File: config.mk
export PLATFORM = sky130hd
export DESIGN_NAME = wddl_dr_rx_flat
export DESIGN_NICKNAME = d
export VERILOG_FILES = /design/src/rtl/wddl_dr_rx_if.sv /design/src/rtl/wddl_dr_rx.sv /design/src/flat_wrapper.sv
export SDC_FILE = /design/constraint.sdc
export NUM_CORES = 1
export LEC_CHECK = 0
export BUFFER_PORTS_ARGS = -buffer_cell sky130_fd_sc_hd__buf_4
export CORE_MARGIN = 3
export CORE_UTILIZATION = 50
export CTS_CLUSTER_SIZE = 40
export DETAILED_ROUTE_END_ITERATION = 10
export GPL_TIMING_DRIVEN = 0
export PLACE_DENSITY = 0.75
export RECOVER_POWER = 25
export SKIP_CTS_REPAIR_TIMING = 1
export SYNTH_ARGS = -nofsm -noshare
export SYNTH_HDL_FRONTEND = slang
export SYNTH_SLANG_ARGS = --single-unit
File: constraint.sdc
create_clock -name clk -period 2.03 [get_ports clk]
set_input_delay 0.203 -clock clk [delete_from_list [all_inputs] [get_ports clk]]
set_output_delay 0.203 -clock clk [all_outputs]
set_load 0.02 [all_outputs]
File: src/rtl/wddl_dr_rx_if.sv
// rtl/wddl_dr_rx_if.sv - dual-rail input and single-rail output bundle for wddl_dr_rx
interface wddl_dr_rx_if #(
    parameter int WIDTH    = 4,
    parameter int ERRCNT_W = 8
);
    logic                prechrg_i;
    logic [WIDTH-1:0]    t_i;
    logic [WIDTH-1:0]    f_i;
    logic [WIDTH-1:0]    data_o;
    logic                valid_o;
    logic                ready_i;
    logic                err_o;
    logic [2:0]          err_code_o;
    logic [ERRCNT_W-1:0] err_cnt_o;

    modport master (
        output prechrg_i, t_i, f_i, ready_i,
        input  data_o, valid_o, err_o, err_code_o, err_cnt_o
    );

    modport slave (
        input  prechrg_i, t_i, f_i, ready_i,
        output data_o, valid_o, err_o, err_code_o, err_cnt_o
    );
endinterface

File: src/rtl/wddl_dr_rx.sv
// rtl/wddl_dr_rx.sv - WDDL dual-rail receiver with 1-entry output buffer; optional input sync via WDDL_RX_SYNC_EN
module wddl_dr_rx #(
    parameter int WIDTH    = 4,
    parameter int TIMEOUT  = 8,
    parameter int ERRCNT_W = 8
) (
    input logic             clk,
    input logic             rst_n,
    wddl_dr_rx_if.slave     bus
);
    typedef enum logic [1:0] {WAIT_PRE, PRE, EVAL, DONE} state_t;

    logic             pre;
    logic [WIDTH-1:0] t_r;
    logic [WIDTH-1:0] f_r;

`ifdef WDDL_RX_SYNC_EN
    logic [1:0]       pre_s;
    logic [WIDTH-1:0] t_s1, t_s2, f_s1, f_s2;

    // two-flop synchronizers on the precharge strobe and both rails
    always_ff @(posedge clk) begin
        if (!rst_n) begin
            pre_s <= '0;
            t_s1  <= '0;
            t_s2  <= '0;
            f_s1  <= '0;
            f_s2  <= '0;
        end else begin
            pre_s <= {pre_s[0], bus.prechrg_i};
            t_s1  <= bus.t_i;
            t_s2  <= t_s1;
            f_s1  <= bus.f_i;
            f_s2  <= f_s1;
        end
    end

    assign pre = pre_s[1];
    assign t_r = t_s2;
    assign f_r = f_s2;
`else
    assign pre = bus.prechrg_i;
    assign t_r = bus.t_i;
    assign f_r = bus.f_i;
`endif

    logic any_ill, complete, zero;
    assign any_ill  = |(t_r & f_r);
    assign complete = &(t_r ^ f_r);
    assign zero     = ~|(t_r | f_r);

    state_t           state, state_nx;
    logic [7:0]       cnt, cnt_d;
    logic [8:0]       cnt_nx;
    logic             fsm_err, cap;
    logic [2:0]       fsm_code;
    logic             cap_vld;
    logic [WIDTH-1:0] cap_data;

    assign cnt_nx = {1'b0, cnt} + 9'd1;

    // next-state decode: illegal pair beats completion beats timeout/premature precharge
    always_comb begin
        state_nx = state;
        cnt_d    = cnt;
        fsm_err  = 1'b0;
        fsm_code = 3'b000;
        cap      = 1'b0;
        case (state)
            WAIT_PRE: if (pre) state_nx = PRE;
            PRE: begin
                if (!pre) begin
                    if (zero) begin
                        state_nx = EVAL;
                        cnt_d    = '0;
                    end else begin
                        fsm_err  = 1'b1;
                        fsm_code = 3'b011;
                        state_nx = WAIT_PRE;
                    end
                end
            end
            EVAL: begin
                cnt_d = cnt_nx[7:0];
                if (any_ill) begin
                    fsm_err  = 1'b1;
                    fsm_code = 3'b001;
                    state_nx = WAIT_PRE;
                end else if (complete) begin
                    cap      = 1'b1;
                    state_nx = DONE;
                end else if (cnt_nx >= 9'(TIMEOUT) || pre) begin
                    fsm_err  = 1'b1;
                    fsm_code = 3'b010;
                    state_nx = WAIT_PRE;
                end
            end
            DONE:    if (pre) state_nx = PRE;
            default: state_nx = WAIT_PRE;
        endcase
    end

    // FSM state, evaluate counter and one-stage capture pipeline
    always_ff @(posedge clk) begin
        if (!rst_n) begin
            state    <= WAIT_PRE;
            cnt      <= '0;
            cap_vld  <= 1'b0;
            cap_data <= '0;
        end else begin
            state   <= state_nx;
            cnt     <= cnt_d;
            cap_vld <= cap;
            if (cap) cap_data <= t_r;
        end
    end

    logic [WIDTH-1:0]    data_q;
    logic                valid_q, err_q;
    logic [2:0]          code_q;
    logic [ERRCNT_W-1:0] ecnt_q;
    logic                overrun, err_any;
    logic [2:0]          code_nx;

    // a capture can only land one cycle after EVAL, when the FSM sits in DONE and raises no error
    always_comb begin
        overrun = cap_vld && valid_q && !bus.ready_i;
        err_any = fsm_err || overrun;
        code_nx = overrun ? 3'b100 : fsm_code;
    end

    // output buffer, error pulse and saturating error counter
    always_ff @(posedge clk) begin
        if (!rst_n) begin
            data_q  <= '0;
            valid_q <= 1'b0;
            err_q   <= 1'b0;
            code_q  <= 3'b000;
            ecnt_q  <= '0;
        end else begin
            if (cap_vld && (!valid_q || bus.ready_i)) begin
                data_q  <= cap_data;
                valid_q <= 1'b1;
            end else if (valid_q && bus.ready_i) begin
                valid_q <= 1'b0;
            end
            err_q <= err_any;
            if (err_any) begin
                code_q <= code_nx;
                if (ecnt_q != '1) ecnt_q <= ecnt_q + 1'b1;
            end
        end
    end

    assign bus.data_o     = data_q;
    assign bus.valid_o    = valid_q;
    assign bus.err_o      = err_q;
    assign bus.err_code_o = code_q;
    assign bus.err_cnt_o  = ecnt_q;
endmodule

File: src/flat_wrapper.sv
// flat-port wrapper written by rule: the top's interface ports become plain ports
module wddl_dr_rx_flat 
#(
    parameter int WIDTH    = 4,
    parameter int TIMEOUT  = 8,
    parameter int ERRCNT_W = 8
)
  (clk, rst_n, bus_prechrg_i, bus_t_i, bus_f_i, bus_ready_i, bus_data_o, bus_valid_o, bus_err_o, bus_err_code_o, bus_err_cnt_o);
  wddl_dr_rx_if #(.WIDTH(WIDTH), .ERRCNT_W(ERRCNT_W)) bus_i ();
  input logic clk;
  input logic rst_n;
  input wire logic [$bits(bus_i.prechrg_i)-1:0] bus_prechrg_i;
  input wire logic [$bits(bus_i.t_i)-1:0] bus_t_i;
  input wire logic [$bits(bus_i.f_i)-1:0] bus_f_i;
  input wire logic [$bits(bus_i.ready_i)-1:0] bus_ready_i;
  output wire logic [$bits(bus_i.data_o)-1:0] bus_data_o;
  output wire logic [$bits(bus_i.valid_o)-1:0] bus_valid_o;
  output wire logic [$bits(bus_i.err_o)-1:0] bus_err_o;
  output wire logic [$bits(bus_i.err_code_o)-1:0] bus_err_code_o;
  output wire logic [$bits(bus_i.err_cnt_o)-1:0] bus_err_cnt_o;
  assign bus_i.prechrg_i = bus_prechrg_i;
  assign bus_i.t_i = bus_t_i;
  assign bus_i.f_i = bus_f_i;
  assign bus_i.ready_i = bus_ready_i;
  assign bus_data_o = bus_i.data_o;
  assign bus_valid_o = bus_i.valid_o;
  assign bus_err_o = bus_i.err_o;
  assign bus_err_code_o = bus_i.err_code_o;
  assign bus_err_cnt_o = bus_i.err_cnt_o;
  wddl_dr_rx #(.WIDTH(WIDTH), .TIMEOUT(TIMEOUT), .ERRCNT_W(ERRCNT_W)) u_core (.clk(clk), .rst_n(rst_n), .bus(bus_i));
endmodule
==> reports/metrics.sh, run 1 <==
ANTENNA_VIOLATING_NETS_POST_ROUTE=0
MAXSLEWVIOLCOUNT=0
CRIT_PATH_START_KIND='register'
GRT.TOTAL_USAGE_PCT=20.2
MAX_SLEW_MARGIN_PCT=59.8
MOSTFREQUENTLAYOUTCELL='sky130_fd_sc_hd__nor2_1'
HOLDCRITPATHCLASS='in2reg'
FP.COREAREA_MM2=0.00320
COUNT_OF_ANTENNA_DIODES_IN_THE_LAYOUT=0
SYNTHESIS.AREA_MM2=0.00177
LAYOUT_SETUP_WS_NS=-0.0600
P_COMB_SHARE_PCT=29.8
CTS.ROOT.BUFFER_CELL='sky130_fd_sc_hd__clkbuf_4'
ROUTED_WIRE_LENGTH_PER_INSTANCE_UM=13.3
POWER.SWITCHING_mW=0.509
HEIGHT_OF_THE_CHIP_UM=65.5
WORSTPATHREQUIRED_NS=2.26
DIE_AREA_MM2=0.00429
FILLCELLCOUNT=293
NETLIST-CELL-TYPE-COUNT=39
DRT_ITER0_MARKERS=172
ROUTE.VIAS.TOTAL=1667
ROUTABILITYCONGESTION=0.899
DETAIL_ROUTE.FIRST_PASS.ITERATIONS=4
CRIT_PATH_MAX_FANOUT=5
PWR_DENSITY_mW_PER_MM2=682
SETUP_REPAIR_AFTER_GLOBAL_ROUTING_MISSED_ITS_MARGIN='yes'
GLOBAL_ROUTE.OVERFLOW_TOTAL=0
FINAL_NETS=282
TIMING.CRITICAL_PATH.MODE_CELL='sky130_fd_sc_hd__a211oi_4'
TIGHTESTPINTRANSITION_NS=0.598
CRITICAL-PATH-TOP-DELAY-FAMILY='simple AND/OR/NAND/NOR gates'
OUTCOME='finished, violations left'
DIE_WIDTH_UM=65.5
TIME_THE_FINAL_WORST_PATH_NEEDS_WITH_I_O_DELAYS_AND_SETUP_NS=2.09
H-TREE-DEPTH=2
DRIVE_ABOVE_1_SHARE_PCT=21.7
FINALSETUPVIOLATIONS=6
VIOLATIONS_IN_THE_FINAL_REPORTS='negative setup slack'
DETAIL_ROUTE.DRC_VIOLATIONS=0
GRT_PASS1_WL_UM=6740
NUM_ROWS=20
PERIOD_SHARE_PCT=103
DRV_CAP=0
P_SW_SHARE_PCT=33.4
SYNTH_WARNINGS=0
CP.ARRIVAL_NS=2.32
CP-END-KIND='register'
STARTING_UTILIZATION_OF_THE_CORE_AREA_PCT=55.3
CTS.REPORTEDPATHS.CLKPINSLEW_NS=0.10
FIN_WORST_SKEW_NS=0.00777
PLACE.DETAILED.HPWL_UM=2820
TRITONCTS.NUM_BUFFERS=5
CLOCKPOWERSHARE_PCT=25.0
PATH_CELLS='ha_4 > nand3_2 > or4b_4 > a211oi_4 > buf_4 > a211oi_4 > and3_1 > mux2i_1'
P_INT_mW=1.02
POSTSYNTHREGISTERBITS=32
TRITONCTS='built'
SYNTH.AVG_CELL_AREA_UM2=8.05
POST_SYNTH_INST_COUNT=220
PIN_COUNT_OF_THE_BIGGEST_NET_ENTERING_GLOBAL_ROUTING=11
CRITICALPATHCATEGORY='reg2reg'
DRT-TOTAL-WL_UM=4010
CRITPATHMAXSTAGEDELAY_NS=0.51
WORST_SKEW_PAIR.LATE_LATENCY_NS=0.33
CTS.PATH.MAX_BUFFERS=2
IO_PINS=29
MAX_FREQ_MHz=478
LAYOUT_COMMON_CELLS='33 x sky130_fd_sc_hd__nor2_1, 26 x sky130_fd_sc_hd__dfxtp_1, 22 x sky130_fd_sc_hd__buf_4'
CRITICAL-PATH-SLOWEST-CELL='sky130_fd_sc_hd__or4b_4'
GRT_ANTENNA_BEFORE_REPAIR=0
AREA_GROWTH_SYN_TO_LAYOUT_PCT=26.3
HOLD_VIOL_FINAL=0
CTS_SINKS=32
CRITICAL_PATH.N_BUFFERS_INVERTERS=1
SYN_NETS=245
PWR-SHARE-SEQ_PCT=45.1
VDD_IR_DROP_MAX_uV=418
VIAS_PER_CELL=5.52
FINAL.SETUP.TNS_NS=-0.213
NUMPORTBUFFERS=28
POWER.STATIC_LEAKAGE_nW=0.918
FIRST_GLOBAL_VIAS=1544
SYNTH_SEQUENTIAL_AREA_RATIO_PCT=36.2
POST-ROUTE-UTIL_PCT=69.8
-- worst min-delay path: cells and delay by family --
family	cells	cell delay, ns
buffers and inverters	1	0.12
AND/OR/NAND/NOR	1	0.07
multiplexers	1	0.06
-- kinds of logic after synthesis --
logic type / after synthesis / share of synthesized area, %
simple gates: 94 / 26.6
compound gates: 43 / 15.3
flops: 32 / 36.2
buf+inv: 25 / 5.51
fa+ha+maj: 13 / 9.19
mux: 10 / 5.72
xor+xnor: 3 / 1.48
-- power by group through the flow --
| stage | combinational, mW | sequential, mW | clock [mW] |
|---|---|---|---|
| 2_1_floorplan | 0.244 | 0.721 | 0 |
| 3_3_place_gp | 0.369 | 0.703 | 0 |
| 4_1_cts | 0.377 | 0.690 | 0.396 |
| 3_5_place_dp | 0.374 | 0.704 | 0 |
| 5_1_grt | 0.507 | 0.694 | 0.421 |
| 6_report | 0.455 | 0.689 | 0.382 |
-- cell type report --
class / count / area [um2] / share of cell area [%]
multi-input combinational: 163 / 1160 / 51.8
sequential: 32 / 653 / 29.2
timing repair buffer: 31 / 199 / 8.90
inverter: 16 / 60.1 / 2.69
clock buffer: 8 / 58.8 / 2.63
tap: 44 / 55.1 / 2.46
buffer: 8 / 52.6 / 2.35
-- per-layer routing --
layer  GRT usage (%)  share of wire (%)
met3            5.81                5.3
met5               0                  0
met1            25.2                 47
met4            8.55                1.7
met2            32.4                 46
-- state kept, by name, summed over array words and instances, names as in the netlist --
signal                 count
u_core.cap_vld             1
u_core.bus.err_cnt_o       8
u_core.bus.data_o          4
u_core.cnt                 8
u_core.state               2
u_core.cap_data            4
u_core.bus.err_code_o      3
u_core.bus.err_o           1
u_core.bus.valid_o         1
-- synth_stat cells --
cell type                   instances  area [um2]
sky130_fd_sc_hd__nor2_1            33         124
sky130_fd_sc_hd__dfxtp_1           32         641
sky130_fd_sc_hd__a21oi_1           20         100
sky130_fd_sc_hd__inv_1             15        56.3
sky130_fd_sc_hd__nand2_1           14        52.6
sky130_fd_sc_hd__ha_1              13         163
sky130_fd_sc_hd__nand3_1           11        55.1
sky130_fd_sc_hd__mux2i_1            9        90.1
sky130_fd_sc_hd__nand2b_1           8        50.1
sky130_fd_sc_hd__clkbuf_1           6        22.5
sky130_fd_sc_hd__nand4_1            6        37.5
sky130_fd_sc_hd__o21ai_0            6        30.0
sky130_fd_sc_hd__and3_1             5        31.3
sky130_fd_sc_hd__nor3_1             5        25.0
sky130_fd_sc_hd__a211oi_1           3        22.5
sky130_fd_sc_hd__and2_1             3        18.8
sky130_fd_sc_hd__xnor2_1            3        26.3
sky130_fd_sc_hd__a211oi_2           2        25.0
sky130_fd_sc_hd__a31oi_1            2        12.5
sky130_fd_sc_hd__and4_1             2        17.5
sky130_fd_sc_hd__clkbuf_2           2        10.0
sky130_fd_sc_hd__nor3b_1            2        15.0
sky130_fd_sc_hd__o31ai_1            2        15.0
sky130_fd_sc_hd__a211o_1            1        8.76
sky130_fd_sc_hd__a21o_1             1        7.51
sky130_fd_sc_hd__a311oi_1           1        8.76
sky130_fd_sc_hd__buf_2              1        5.00
sky130_fd_sc_hd__clkinv_1           1        3.75
sky130_fd_sc_hd__mux2_2             1        11.3
sky130_fd_sc_hd__nand3b_1           1        7.51
sky130_fd_sc_hd__nor2b_1            1        6.26
sky130_fd_sc_hd__nor4_1             1        6.26
sky130_fd_sc_hd__o211ai_1           1        7.51
sky130_fd_sc_hd__o22a_1             1        8.76
sky130_fd_sc_hd__o22ai_1            1        6.26
sky130_fd_sc_hd__o2bb2ai_1          1        8.76
sky130_fd_sc_hd__o32a_1             1        10.0
sky130_fd_sc_hd__or4b_1             1        10.0
sky130_fd_sc_hd__or4b_4             1        13.8
-- worst paths after layout --
| kind | endpoint | slack, ns | start | cells past startpoint |
|---|---|---|---|---|
| max | u_core.bus.err_cnt_o[4]$_SDFFE_PN0P_ | -0.06 | u_core.cnt[0]$_SDFFE_PN0P_ | 8 |
| min | u_core.bus.err_cnt_o[4]$_SDFFE_PN0P_ | 0.16 | rst_n | 3 |
| max reg2reg | u_core.bus.err_cnt_o[4]$_SDFFE_PN0P_ | -0.06 | u_core.cnt[0]$_SDFFE_PN0P_ | 8 |
| min reg2reg | u_core.bus.err_code_o[1]$_SDFFE_PN0P_ | 0.46 | u_core.bus.err_code_o[1]$_SDFFE_PN0P_ | 2 |
-- per-stage QoR --
stage               hold slack [ns]  setup slack [ns]  total power, mW  instances  cell area (um2)
floorplan                     0.359            0.0119            0.965        220             1770
global placement              0.441            -0.265             1.07        292             2040
detailed placement            0.443            -0.278             1.08        292             2040
CTS                           0.145            -0.306             1.46        300             2090
global route                  0.164            -0.127             1.62        302             2240
finish                        0.164           -0.0600             1.53        302             2240
No activity file was read; power rests on OpenSTA's default activity.
==> run 2, diff against run 1 <==
Settings changed: CTS_CLUSTER_DIAMETER set to 200, MAX_ROUTING_LAYER set to met4, REMOVE_ABC_BUFFERS set to 1.
==> reports/metrics.sh, run 2 (synthesized netlist as in run 1, its figures left out) <==
FIN_HOLD_WS_NS=0.155  # -0.00975 ns
DIE_AREA_MM2=0.00429  # unchanged
PIN_COUNT_OF_THE_BIGGEST_NET_ENTERING_GLOBAL_ROUTING=27  # +16
POWER.STATIC_LEAKAGE_nW=0.903  # -1.7%
TIGHTESTPINTRANSITION_NS=0.730  # +0.131 ns
ROUTE.MET2.WL_UM=1760  # -4.6%
HEIGHT_OF_THE_CHIP_UM=65.5  # unchanged
POST-ROUTE-UTIL_PCT=68.9  # -0.94 points
TRITONCTS='built'
TOP_LAYER='met4'
PLACE.DETAILED.HPWL_UM=2590  # -8.1%
ANTENNA_VIOLATING_NETS_POST_ROUTE=0  # unchanged
DRT_ITER0_MARKERS=84  # -51%
CTS.PATH.MAX_BUFFERS=2  # unchanged
H-TREE-DEPTH=2  # unchanged
DETAIL_ROUTE.FIRST_PASS.ITERATIONS=4  # unchanged
PWR-SHARE-SEQ_PCT=42.6  # -2.5 points
CRIT_PATH_START_KIND='register'
LAYOUT_SETUP_WS_NS=-0.122  # -0.0622 ns
ROUTABILITYCONGESTION=0.886  # -1.3%
MAX_FREQ_MHz=465  # -2.9%
WORSTPATHREQUIRED_NS=2.28  # +0.02 ns
CTS.REPORTEDPATHS.CLKPINSLEW_NS=0.10  # about the same
VIOLATIONS_IN_THE_FINAL_REPORTS='negative setup slack'
GLOBAL_ROUTE.OVERFLOW_TOTAL=0  # unchanged
CTS.ROOT.BUFFER_CELL='sky130_fd_sc_hd__clkbuf_4'
VIAS_PER_CELL=5.46  # -1.1%
OUTCOME='finished, violations left'
CRIT_PATH_MAX_FANOUT=6  # +1
FIN_WORST_SKEW_NS=0.00945  # +0.00168 ns
CRITICALPATHCATEGORY='reg2reg'
PWR_DENSITY_mW_PER_MM2=733  # +7.4%
CLOCKPOWERSHARE_PCT=30.0  # +5.0 points
NUM_ROWS=20  # unchanged
TOTAL_POWER_mW=1.62  # +6.0%
CTS_SINKS=32  # unchanged
WL_MET1_UM=1750  # -7.1%
MOSTFREQUENTLAYOUTCELL='sky130_fd_sc_hd__nor2_1'
RRSETUPSLACK_NS=-0.12  # -0.06 ns
DP_CELLS=283  # -3.1%
FINAL.SETUP.TNS_NS=-0.223  # -0.00967 ns
DRIVE_ABOVE_1_SHARE_PCT=22.5  # +0.78 points
DPL_CELL_AREA_MM2=0.00200  # -1.8%
LAYOUT_COMMON_CELLS='33 x sky130_fd_sc_hd__nor2_1, 26 x sky130_fd_sc_hd__dfxtp_1, 21 x sky130_fd_sc_hd__buf_4'
GRT.TOTAL_USAGE_PCT=18.3  # -1.9 points
WORST_SKEW_PAIR.LATE_LATENCY_NS=0.34  # about the same
FINAL_NETS=273  # -3.2%
DIE_WIDTH_UM=65.5  # unchanged
MET3_WIRELENGTH_UM=229  # +8.0%
TRITONCTS.NUM_BUFFERS=5  # unchanged
DRV_CAP=0  # unchanged
P_COMB_SHARE_PCT=27.4  # -2.4 points
HOLD_VIOL_FINAL=0  # unchanged
GRT_ANTENNA_BEFORE_REPAIR=0  # unchanged
ROUTED_WIRE_LENGTH_PER_INSTANCE_UM=13.1  # -1.7%
MAX_SLEW_MARGIN_PCT=51.1  # -8.7 points
POWER.SWITCHING_mW=0.517  # +1.5%
DETAILEDPLACE.WORSTSLACK_NS=-0.351  # -0.0724 ns
FIRST_GLOBAL_VIAS=1376  # -11%
LAYOUTNONFILLERINSTCOUNT=293  # -3.0%
P_SW_SHARE_PCT=32.0  # -1.4 points
TIME_THE_FINAL_WORST_PATH_NEEDS_WITH_I_O_DELAYS_AND_SETUP_NS=2.15  # +0.0622 ns
VDD_IR_DROP_MAX_uV=383  # -8.4%
CP.ARRIVAL_NS=2.40  # +0.08 ns
STDCELL_AREA_MM2=0.00221  # -1.3%
P_INT_mW=1.10  # +8.2%
HOLDCRITPATHCLASS='in2reg'
CP-END-KIND='register'
FILLCELLCOUNT=285  # -2.7%
SETUP_REPAIR_AFTER_GLOBAL_ROUTING_MISSED_ITS_MARGIN='yes'
MAXSLEWVIOLCOUNT=0  # unchanged
PERIOD_SHARE_PCT=106  # +3.1 points
FINALSETUPVIOLATIONS=5  # -1
COUNT_OF_ANTENNA_DIODES_IN_THE_LAYOUT=0  # unchanged
IO_PINS=29  # unchanged
DETAIL_ROUTE.DRC_VIOLATIONS=0  # unchanged
STARTING_UTILIZATION_OF_THE_CORE_AREA_PCT=55.3  # unchanged
ROUTE.VIAS.TOTAL=1600  # -4.0%
GRT_PASS1_WL_UM=5980  # -11%
FP.COREAREA_MM2=0.00320  # unchanged
DRT-TOTAL-WL_UM=3830  # -4.6%
AREA_GROWTH_SYN_TO_LAYOUT_PCT=24.6
NUMPORTBUFFERS=28  # unchanged
run 2: changes by cell type in the layout (fill, tap and decap cells not counted), sizes merged:
| cell | previous run | this run |
|---|---|---|
| bufinv | 0 | 1 |
| clkbuf | 22 | 12 |
| buf | 25 | 23 |
| clkinvlp | 0 | 1 |
| clkinv | 1 | 2 |
run 2: routing by layer:
layer  vias up  GRT usage [%]
li1        819              -
met1       724           23.4
met2        50           26.9
met3         7           4.79
met4         0           8.81
met5         -              -
run 2: critical path, cell delays in order (launching register included):
cell                       delay, ns
sky130_fd_sc_hd__dfxtp_4        0.40
sky130_fd_sc_hd__ha_4           0.16
sky130_fd_sc_hd__nand3_2        0.09
sky130_fd_sc_hd__or4b_4         0.50
sky130_fd_sc_hd__a211oi_4       0.28
sky130_fd_sc_hd__a211o_1        0.26
sky130_fd_sc_hd__buf_6          0.12
sky130_fd_sc_hd__a21oi_2        0.05
sky130_fd_sc_hd__nor3_1         0.20
run 2: final cells by class:
type / instances / area [um2] / share of cell area [%]
Multi-Input combinational cell: 163 / 1150 / 52.2
Sequential cell: 32 / 653 / 29.6
Clock inverter: 3 / 42.5 / 1.93
Clock buffer: 5 / 37.5 / 1.70
Tap cell: 44 / 55.1 / 2.50
Timing Repair Buffer: 30 / 206 / 9.36
Inverter: 16 / 60.1 / 2.72
run 2: final timing paths:
check | from | endpoint | depth (start not counted)
setup / recovery | u_core.cnt[0]$_SDFFE_PN0P_ | u_core.bus.err_code_o[0]$_SDFFE_PN0P_ | 8
hold / removal | bus_ready_i | u_core.bus.valid_o$_SDFFE_PN0P_ | 4
setup reg to reg | u_core.cnt[0]$_SDFFE_PN0P_ | u_core.bus.err_code_o[0]$_SDFFE_PN0P_ | 8
hold reg to reg | u_core.bus.err_code_o[1]$_SDFFE_PN0P_ | u_core.bus.err_code_o[1]$_SDFFE_PN0P_ | 2
run 2: power by group through the flow:
stage | combinational, mW | sequential (mW) | clock (mW)
4_1_cts | 0.369 | 0.690 | 0.499
6_report | 0.443 | 0.689 | 0.484
3_3_place_gp | 0.366 | 0.703 | 0
2_1_floorplan | 0.241 | 0.721 | 0
3_5_place_dp | 0.367 | 0.705 | 0
5_1_grt | 0.486 | 0.695 | 0.534
==> run 3, diff against run 2 <==
Settings changed: REMOVE_ABC_BUFFERS 1 to not set.
==> reports/metrics.sh, run 3 (synthesized netlist as in run 1, its figures left out) <==
ROUTE.VIAS.TOTAL=1652  # +3.3%
NUM_ROWS=20  # unchanged
MAX_FREQ_MHz=479  # +3.1%
ROUTABILITYCONGESTION=0.914  # +3.1%
TRITONCTS.NUM_BUFFERS=5  # unchanged
DRIVE_ABOVE_1_SHARE_PCT=21.7  # -0.78 points
ANTENNA_VIOLATING_NETS_POST_ROUTE=0  # unchanged
CTS_SINKS=32  # unchanged
GRT.TOTAL_USAGE_PCT=20.7  # +2.4 points
CRIT_PATH_MAX_FANOUT=5  # -1
SETUP_REPAIR_AFTER_GLOBAL_ROUTING_MISSED_ITS_MARGIN='yes'
PERIOD_SHARE_PCT=103  # -3.2 points
GRT_ANTENNA_BEFORE_REPAIR=0  # unchanged
FINALSETUPVIOLATIONS=6  # +1
IO_PINS=29  # unchanged
POWER.STATIC_LEAKAGE_nW=0.918  # +1.7%
VIOLATIONS_IN_THE_FINAL_REPORTS='negative setup slack'
COUNT_OF_ANTENNA_DIODES_IN_THE_LAYOUT=0  # unchanged
CP.ARRIVAL_NS=2.32  # -0.08 ns
MAXSLEWVIOLCOUNT=0  # unchanged
GLOBAL_ROUTE.OVERFLOW_TOTAL=0  # unchanged
PIN_COUNT_OF_THE_BIGGEST_NET_ENTERING_GLOBAL_ROUTING=11  # -59%
STARTING_UTILIZATION_OF_THE_CORE_AREA_PCT=55.3  # unchanged
DIE_WIDTH_UM=65.5  # unchanged
DIE_AREA_MM2=0.00429  # unchanged
HOLDCRITPATHCLASS='in2reg'
FILLCELLCOUNT=293  # +2.8%
DETAIL_ROUTE.FIRST_PASS.ITERATIONS=6  # +2
FINAL_NETS=282  # +3.3%
STDCELL_AREA_MM2=0.00224  # +1.4%
FP.COREAREA_MM2=0.00320  # unchanged
DETAIL_ROUTE.DRC_VIOLATIONS=0  # unchanged
MOSTFREQUENTLAYOUTCELL='sky130_fd_sc_hd__nor2_1'
DP_CELLS=292  # +3.2%
TIME_THE_FINAL_WORST_PATH_NEEDS_WITH_I_O_DELAYS_AND_SETUP_NS=2.09  # -0.0643 ns
TRITONCTS='built'
TOTAL_POWER_mW=1.52  # -5.7%
VIAS_PER_CELL=5.47  # +0.17%
CP-END-KIND='register'
CRIT_PATH_START_KIND='register'
HEIGHT_OF_THE_CHIP_UM=65.5  # unchanged
PLACE.DETAILED.HPWL_UM=2820  # +8.8%
WORST_SKEW_PAIR.LATE_LATENCY_NS=0.33  # about the same
CTS.ROOT.BUFFER_CELL='sky130_fd_sc_hd__clkbuf_4'
DPL_CELL_AREA_MM2=0.00204  # +1.9%
DRT_ITER0_MARKERS=213  # +150%
LAYOUT_SETUP_WS_NS=-0.0579  # +0.0643 ns
ROUTED_WIRE_LENGTH_PER_INSTANCE_UM=13.2  # +1.4%
LAYOUTNONFILLERINSTCOUNT=302  # +3.1%
GRT_PASS1_WL_UM=6740  # +13%
LAYOUT_COMMON_CELLS='33 x sky130_fd_sc_hd__nor2_1, 26 x sky130_fd_sc_hd__dfxtp_1, 22 x sky130_fd_sc_hd__buf_4'
TIGHTESTPINTRANSITION_NS=0.599  # -0.130 ns
FINAL.SETUP.TNS_NS=-0.200  # +0.0227 ns
CTS.REPORTEDPATHS.CLKPINSLEW_NS=0.10  # about the same
OUTCOME='finished, violations left'
CRITICALPATHCATEGORY='reg2reg'
VDD_IR_DROP_MAX_uV=418  # +9.2%
MAX_SLEW_MARGIN_PCT=59.7  # +8.7 points
FIN_WORST_SKEW_NS=0.00719  # -0.00225 ns
FIRST_GLOBAL_VIAS=1544  # +12%
AREA_GROWTH_SYN_TO_LAYOUT_PCT=26.3
DRT-TOTAL-WL_UM=4000  # +4.5%
CTS.PATH.MAX_BUFFERS=2  # unchanged
WORSTPATHREQUIRED_NS=2.26  # -0.02 ns
DRV_CAP=0  # unchanged
PWR_DENSITY_mW_PER_MM2=682  # -7.0%
HOLD_VIOL_FINAL=0  # unchanged
H-TREE-DEPTH=2  # unchanged
NUMPORTBUFFERS=28  # unchanged
## run 3: report_power, final
| part | switching [mW] | total, mW | internal, mW |
|---|---|---|---|
| clock network | 0.211 | 0.381 | 0.171 |
| logic | 0.271 | 0.455 | 0.184 |
| registers | 0.0273 | 0.689 | 0.661 |
## run 3: metal layers
| metal | vias up | global-route usage [%] | part of all wire, % |
|---|---|---|---|
| li1 | 839 | - | - |
| met1 | 761 | 25.4 | 47 |
| met2 | 44 | 32.4 | 46 |
| met3 | 8 | 5.47 | 4.8 |
| met4 | 0 | 8.55 | 1.7 |
| met5 | - | - | 0 |
## run 3: metrics by stage
step                util [%]  hold WS [ns]  worst slack [ns]
floorplan                  -         0.359            0.0119
global placement        63.6         0.441            -0.265
detailed placement      63.6         0.443            -0.278
CTS                     65.4         0.145            -0.306
global route            69.8         0.164            -0.127
finish                  69.8         0.164           -0.0579
## run 3: area by class of cell
cell class	instances	area (um2)	area share [%]
Timing Repair Buffer	31	199	8.90
Multi-Input combinational cell	163	1160	51.8
Buffer	8	52.6	2.35
Inverter	16	60.1	2.69
Sequential cell	32	653	29.2
Clock buffer	8	58.8	2.63
Tap cell	44	55.1	2.46
## run 3: final timing paths
| path | cells past startpoint | to | startpoint | slack (ns) |
|---|---|---|---|---|
| worst max-delay path | 8 | u_core.bus.err_cnt_o[4]$_SDFFE_PN0P_ | u_core.cnt[0]$_SDFFE_PN0P_ | -0.06 |
| worst min-delay path | 3 | u_core.bus.err_cnt_o[4]$_SDFFE_PN0P_ | rst_n | 0.16 |
| worst max register to register | 8 | u_core.bus.err_cnt_o[4]$_SDFFE_PN0P_ | u_core.cnt[0]$_SDFFE_PN0P_ | -0.06 |
| worst min register to register | 2 | u_core.bus.err_code_o[1]$_SDFFE_PN0P_ | u_core.bus.err_code_o[1]$_SDFFE_PN0P_ | 0.46 |
## run 3: worst max-delay path, cell delays in order (launching register included)
cell,delay [ns]
sky130_fd_sc_hd__dfxtp_4,0.39
sky130_fd_sc_hd__ha_4,0.16
sky130_fd_sc_hd__nand3_2,0.09
sky130_fd_sc_hd__or4b_4,0.51
sky130_fd_sc_hd__a211oi_4,0.26
sky130_fd_sc_hd__buf_4,0.18
sky130_fd_sc_hd__a211oi_4,0.06
sky130_fd_sc_hd__and3_1,0.21
sky130_fd_sc_hd__mux2i_1,0.11
